## src/rtl/vrased_reset_ctrl_if.sv

```systemverilog
// ----------------------------------------------------------------------------
// vrased_reset_ctrl_if
// Bundles the monitor-facing request/PC/clear inputs and the reset/status
// outputs of vrased_reset_ctrl.
//   viol_req    : level reset requests, one bit per monitor
//   pc          : current CPU program counter
//   cause_clr   : one-cycle pulse requesting a cause/first_cause clear
//   sys_rst     : reset line to the CPU core
//   locked      : high while the controller is not idle
//   cause       : sticky OR of all requests since the last clear
//   first_cause : request bits captured when a reset sequence started
//   viol_cnt    : saturating count of violation events
// Modports: master = monitor/CPU side (drives requests), slave = controller.
// ----------------------------------------------------------------------------
interface vrased_reset_ctrl_if #(
    parameter int NREQ  = 4,
    parameter int CNT_W = 8
);
    logic [NREQ-1:0]  viol_req;
    logic [15:0]      pc;
    logic             cause_clr;
    logic             sys_rst;
    logic             locked;
    logic [NREQ-1:0]  cause;
    logic [NREQ-1:0]  first_cause;
    logic [CNT_W-1:0] viol_cnt;

    modport master (
        output viol_req, pc, cause_clr,
        input  sys_rst, locked, cause, first_cause, viol_cnt
    );

    modport slave (
        input  viol_req, pc, cause_clr,
        output sys_rst, locked, cause, first_cause, viol_cnt
    );
endinterface

```

## src/rtl/vrased_reset_ctrl.sv

```systemverilog
// ----------------------------------------------------------------------------
// vrased_reset_ctrl
// Collects level reset requests from the security monitors and drives the CPU
// reset line for at least HOLD_CYCLES cycles, then stays locked until the CPU
// fetches from the reset handler. Keeps sticky cause bits, first-cause bits
// and a saturating violation-event counter for post-mortem inspection.
// Ports:
//   clk         : system clock
//   rst         : asynchronous active-high reset
//   bus         : vrased_reset_ctrl_if.slave (requests, pc, clear, status)
//   dbg_state_o : current FSM state, for observation only
// The controller has no handshake: requests are levels sampled every cycle,
// cause_clr is a single-cycle pulse, all outputs are registered.
// ----------------------------------------------------------------------------
module vrased_reset_ctrl #(
    parameter int          NREQ          = 4,
    parameter int          HOLD_CYCLES   = 8,
    parameter int          CNT_W         = 8,
    parameter logic [15:0] RESET_HANDLER = 16'hFFFE
) (
    input  logic                 clk,
    input  logic                 rst,
    vrased_reset_ctrl_if.slave   bus,
    output logic [1:0]           dbg_state_o
);

    typedef enum logic [1:0] {
        ST_IDLE    = 2'd0,
        ST_HOLD    = 2'd1,
        ST_WAIT_RH = 2'd2
    } state_t;

    localparam int HC_W = (HOLD_CYCLES > 1) ? $clog2(HOLD_CYCLES) : 1;
    localparam logic [HC_W-1:0]  HOLD_RELOAD = HC_W'(HOLD_CYCLES - 1);
    localparam logic [CNT_W-1:0] CNT_MAX     = {CNT_W{1'b1}};

    state_t           state_q, state_d;
    logic [HC_W-1:0]  hold_cnt_q, hold_cnt_d;
    logic             req_any_q;
    logic             sys_rst_q, locked_q;
    logic [NREQ-1:0]  cause_q, cause_d;
    logic [NREQ-1:0]  first_cause_q, first_cause_d;
    logic [CNT_W-1:0] viol_cnt_q, viol_cnt_d;

    logic req_any;
    logic req_event;

    assign req_any   = |bus.viol_req;
    // A request held high for many cycles is one event; only rising edges count.
    assign req_event = req_any & ~req_any_q;

    always_comb begin
        state_d       = state_q;
        hold_cnt_d    = hold_cnt_q;
        cause_d       = cause_q | bus.viol_req;
        first_cause_d = first_cause_q;
        viol_cnt_d    = viol_cnt_q;

        unique case (state_q)
            ST_IDLE: begin
                // The clear overwrites rather than ORs, so a request arriving in
                // the same cycle as the clear is not lost.
                if (bus.cause_clr) begin
                    cause_d       = bus.viol_req;
                    first_cause_d = '0;
                end
                if (req_any) begin
                    state_d       = ST_HOLD;
                    hold_cnt_d    = HOLD_RELOAD;
                    first_cause_d = bus.viol_req;
                end
            end
            ST_HOLD: begin
                // A new event restarts the full pulse; a still-asserted request
                // at the end of the window extends it by another full window.
                if (req_event) begin
                    hold_cnt_d = HOLD_RELOAD;
                end else if (hold_cnt_q == '0) begin
                    if (req_any) begin
                        hold_cnt_d = HOLD_RELOAD;
                    end else begin
                        state_d = ST_WAIT_RH;
                    end
                end else begin
                    hold_cnt_d = hold_cnt_q - 1'b1;
                end
            end
            ST_WAIT_RH: begin
                if (req_any) begin
                    state_d    = ST_HOLD;
                    hold_cnt_d = HOLD_RELOAD;
                end else if (bus.pc == RESET_HANDLER) begin
                    state_d = ST_IDLE;
                end
            end
            default: begin
                state_d = ST_IDLE;
            end
        endcase

        if (req_event && (viol_cnt_q != CNT_MAX)) begin
            viol_cnt_d = viol_cnt_q + 1'b1;
        end
    end

    always_ff @(posedge clk or posedge rst) begin
        if (rst) begin
            state_q       <= ST_IDLE;
            hold_cnt_q    <= '0;
            req_any_q     <= 1'b0;
            sys_rst_q     <= 1'b0;
            locked_q      <= 1'b0;
            cause_q       <= '0;
            first_cause_q <= '0;
            viol_cnt_q    <= '0;
        end else begin
            state_q       <= state_d;
            hold_cnt_q    <= hold_cnt_d;
            req_any_q     <= req_any;
            // Registered from the next state so the outputs change on the same
            // edge as the state itself.
            sys_rst_q     <= (state_d == ST_HOLD);
            locked_q      <= (state_d != ST_IDLE);
            cause_q       <= cause_d;
            first_cause_q <= first_cause_d;
            viol_cnt_q    <= viol_cnt_d;
        end
    end

    assign bus.sys_rst     = sys_rst_q;
    assign bus.locked      = locked_q;
    assign bus.cause       = cause_q;
    assign bus.first_cause = first_cause_q;
    assign bus.viol_cnt    = viol_cnt_q;
    assign dbg_state_o     = state_q;

endmodule
```

## src/flat_wrapper.sv

```systemverilog
// flat-port wrapper written by rule: the top's interface ports become plain ports
module vrased_reset_ctrl_flat 
#(
    parameter int          NREQ          = 4,
    parameter int          HOLD_CYCLES   = 8,
    parameter int          CNT_W         = 8,
    parameter logic [15:0] RESET_HANDLER = 16'hFFFE
)
  (clk, rst, dbg_state_o, bus_viol_req, bus_pc, bus_cause_clr, bus_sys_rst, bus_locked, bus_cause, bus_first_cause, bus_viol_cnt);
  vrased_reset_ctrl_if #(.NREQ(NREQ), .CNT_W(CNT_W)) bus_i ();
  input  logic clk;
  input  logic rst;
  output logic [1:0] dbg_state_o;
  input wire logic [$bits(bus_i.viol_req)-1:0] bus_viol_req;
  input wire logic [$bits(bus_i.pc)-1:0] bus_pc;
  input wire logic [$bits(bus_i.cause_clr)-1:0] bus_cause_clr;
  output wire logic [$bits(bus_i.sys_rst)-1:0] bus_sys_rst;
  output wire logic [$bits(bus_i.locked)-1:0] bus_locked;
  output wire logic [$bits(bus_i.cause)-1:0] bus_cause;
  output wire logic [$bits(bus_i.first_cause)-1:0] bus_first_cause;
  output wire logic [$bits(bus_i.viol_cnt)-1:0] bus_viol_cnt;
  assign bus_i.viol_req = bus_viol_req;
  assign bus_i.pc = bus_pc;
  assign bus_i.cause_clr = bus_cause_clr;
  assign bus_sys_rst = bus_i.sys_rst;
  assign bus_locked = bus_i.locked;
  assign bus_cause = bus_i.cause;
  assign bus_first_cause = bus_i.first_cause;
  assign bus_viol_cnt = bus_i.viol_cnt;
  vrased_reset_ctrl #(.NREQ(NREQ), .HOLD_CYCLES(HOLD_CYCLES), .CNT_W(CNT_W), .RESET_HANDLER(RESET_HANDLER)) u_core (.clk(clk), .rst(rst), .bus(bus_i), .dbg_state_o(dbg_state_o));
endmodule
```

## config.mk

```make
export PLATFORM = sky130hd
export DESIGN_NAME = vrased_reset_ctrl_flat
export DESIGN_NICKNAME = d
export VERILOG_FILES = /design/src/rtl/vrased_reset_ctrl_if.sv /design/src/rtl/vrased_reset_ctrl.sv /design/src/flat_wrapper.sv
export SDC_FILE = /design/constraint.sdc
export NUM_CORES = 1
export LEC_CHECK = 0
export BUFFER_PORTS_ARGS = -buffer_cell sky130_fd_sc_hd__buf_4
export CORE_ASPECT_RATIO = 0.75
export CORE_UTILIZATION = 47
export CTS_CLUSTER_DIAMETER = 40
export DETAILED_ROUTE_END_ITERATION = 7
export PLACE_DENSITY_LB_ADDON = 0.05
export SETUP_SLACK_MARGIN = 0.4
export SLEW_MARGIN = 15
export SYNTH_ARGS = -nofsm -noshare
export SYNTH_HDL_FRONTEND = slang
export SYNTH_SLANG_ARGS = --single-unit
export TNS_END_PERCENT = 10
```

## constraint.sdc

```tcl
create_clock -name clk -period 1.7 [get_ports clk]
set_input_delay 0.17 -clock clk [delete_from_list [all_inputs] [get_ports clk]]
set_output_delay 0.17 -clock clk [all_outputs]
set_load 0.02 [all_outputs]
```

==> metrics.txt <==
pin count of the biggest net entering global routing=25; Reg2Reg Depth=3; status=completed; CTS buffer count=3; clock slew at reported path FFs=0.13 ns; CORE AREA=2120 um^2; antenna violations before repair=0; Synth Cell Area=1110 um^2; WHS=0.0855 ns; setup ws final=0.302 ns; Clock Tree Buf Depth=2; worst-path cell chain=and3_4, a311oi_4, mux2_4; number of DRC violations after detailed routing=0; Crit path max-delay family=flip-flops; Worst Skew=0.00973 ns; leakage power=0.000739 uW; worst-skew pair later-pin latency=0.31 ns; CP required=1.92 ns; initial DRC count=26; Post-Synth Adder-Cell Area=0.0338; yosys warns=0; type of the tightest min-delay check=input pin to flop; # clock sinks=24; Worst Setup Start Kind=flop; Routed WL per cell=14.0 um; H-Tree Depth=1; fraction of the yosys area taken by sequential cells=0.541; relative slew slack=0.687; via count of the routed design=997; Synth top cells by count=24 x dfrtp_1, 16 x nand2_1, 6 x a21oi_1, 6 x inv_1, 6 x nand4_1; critical path's slowest cell=dfrtp_2; Compound-Gate Fraction of Synth Area=0.125; mux contribution to synthesized area=0.0394; fin crit period=1.40 ns; vias in the first global route=983; layout cell share with drive strength beyond 1=0.494; Root Driver=clkbuf_4; top post-synthesis cells by area=dfrtp_1 54%, nand2_1 5.4%, ha_1 3.4%; WHS Path Cells=2; I/O pin total=43; Mapped Cells=106; worst path buffer plus inverter count=0; Avg Inst Size Synth=10.5 um^2; TritonRoute pass-1 iters=4; Final Slew Violations=0; Layout area overhead=50.6%; vias per cell=5.09; Post-synth EDFFs=0; CTS tree=yes; PD cells=1150 nW/um^2; Final setup viols=0; global-route wire length before repair=4310 um; WL final=2750 um; grt total ovfl=0; DIE AREA=2560 um^2; Max FO, Critical Path=3; Net Count, Synth=132; actual slew at the worst max-slew pin=0.464 ns; # nets final=191; top-area cell type share of the netlist area=0.541; chip height=44.1 um; Post-Synth Simple-Gate Area=0.191; layout filler cell count=148; Arrival @ worst endpoint=1.61 ns; final hold violations=0; initial core utilization=0.524; Achievable Freq=715 MHz; FP Rows=14; peak supply drop=0.654 mV; n_diodes=0; CP Class=flop to flop; most frequent cell after synthesis=dfrtp_1; Post-synth top flop=dfrtp_1; xor/xnor cell area share of the yosys netlist=0.0394; Die W=58.1 um; Setup TNS Final=0 ns; Max stage delay on crit path=0.43 ns; final worst-path cycle share=0.823; post-DP HPWL=1990 um; Crit. End Element=flop; Detail Route Antenna Nets=0; Global Route Usage Sum=0.227; Async S/R FF share, synth=1.00; synth unique cells=31; post-synth top area cell=dfrtp_1; Critical Path Stages=3; I/O Buffers=42; worst slack at placement=0.203 ns; #FFs+latches synth=24; main combinational cell family by area after synthesis=simple AND/OR/NAND/NOR gates; RSZ-0062 raised after global routing=yes; gp weighted congestion=0.794; MaxCap Viol Count=0
final timing paths:
kind	start	end	slack, ns
worst max-delay path	u_core.bus.viol_cnt[6]$_DFFE_PP0P_	u_core.bus.viol_cnt[1]$_DFFE_PP0P_	0.30
worst min-delay path	bus_viol_req[0]	u_core.bus.cause[0]$_DFF_PP0_	0.09
worst max register to register	u_core.bus.viol_cnt[6]$_DFFE_PP0P_	u_core.bus.viol_cnt[1]$_DFFE_PP0P_	0.30
worst min register to register	u_core.bus.first_cause[0]$_DFFE_PP0P_	u_core.bus.first_cause[0]$_DFFE_PP0P_	0.49
max in group asynchronous	rst	u_core.bus.viol_cnt[5]$_DFFE_PP0P_	1.00
min in group asynchronous	rst	u_core.hold_cnt_q[2]$_DFFE_PP0P_	0.44
metrics by stage:
stage               instances   util  total power, uW  cell area, um^2
floorplan                 106      -             1240             1150
global placement          180  0.715             1500             1520
detailed placement        180  0.715             1530             1520
CTS                       196  0.783             1900             1660
global route              196  0.789             2040             1670
finish                    196  0.789             1920             1670
cells in the final DEF (no fill, tap or decap), types with 2 or more instances in the layout:
cell / netlist / layout
xnor2_1: 3 / 3
inv_2: 1 / 3
ha_4: 0 / 2
mux2_2: 3 / 2
nor2_1: 5 / 4
a21oi_1: 6 / 5
inv_1: 6 / 4
dfrtp_2: 0 / 6
nand2_1: 16 / 16
nand3_1: 3 / 3
xor2_1: 2 / 2
nand4_1: 6 / 6
o21ai_0: 4 / 4
dfrtp_1: 24 / 18
a21o_1: 3 / 3
nand2b_1: 3 / 3
buf_4: 0 / 55
and3_4: 0 / 2
clkbuf_4: 0 / 3
cells by family after synthesis:
group / after synthesis
AND/OR/NAND/NOR: 40
XOR/XNOR: 5
adder cells (fa/ha/maj): 3
multiplexers: 4
buffers and inverters: 9
AO/OA/AOI/OAI: 21
flip-flops: 24
registers in the layout, indices dropped and copies added (netlist names):
signal and flops:
u_core.hold_cnt_q 3, u_core.req_any_q 1, u_core.bus.locked 1, u_core.bus.first_cause 4, u_core.bus.cause 4, u_core.dbg_state_o 2, u_core.bus.sys_rst 1, u_core.bus.viol_cnt 8
routing by layer:
layer | up-vias | share of wire | GRT usage
met1 | 470 | 0.48 | 0.282
met4 | 0 | 0 | 0.0238
met5 | - | 0 | 0
li1 | 496 | - | -
met3 | 0 | 0.054 | 0.0702
met2 | 31 | 0.47 | 0.407
timing repair:
action	in CTS	in global routing
hold endpoints to repair	24	0
pin swaps	4	1
endpoints found under the setup margin	15	19
hold buffers	1	0
gates resized for setup	7	2
buffers inserted	11	0
power by group:
| part | total, uW | internal [uW] | switching [uW] |
|---|---|---|---|
| combinational | 851 | 428 | 424 |
| clock | 253 | 91.6 | 161 |
| sequential | 821 | 711 | 110 |
layout make-up:
| cell class | count | area (um^2) | share of cell area |
|---|---|---|---|
| Sequential cell | 24 | 608 | 0.364 |
| Tap cell | 32 | 40.0 | 0.0239 |
| Multi-Input combinational cell | 73 | 549 | 0.328 |
| Inverter | 7 | 26.3 | 0.0157 |
| Timing Repair Buffer | 56 | 423 | 0.253 |
| Clock buffer | 4 | 26.3 | 0.0157 |
Note: power is estimated with default switching activity, not from simulation.
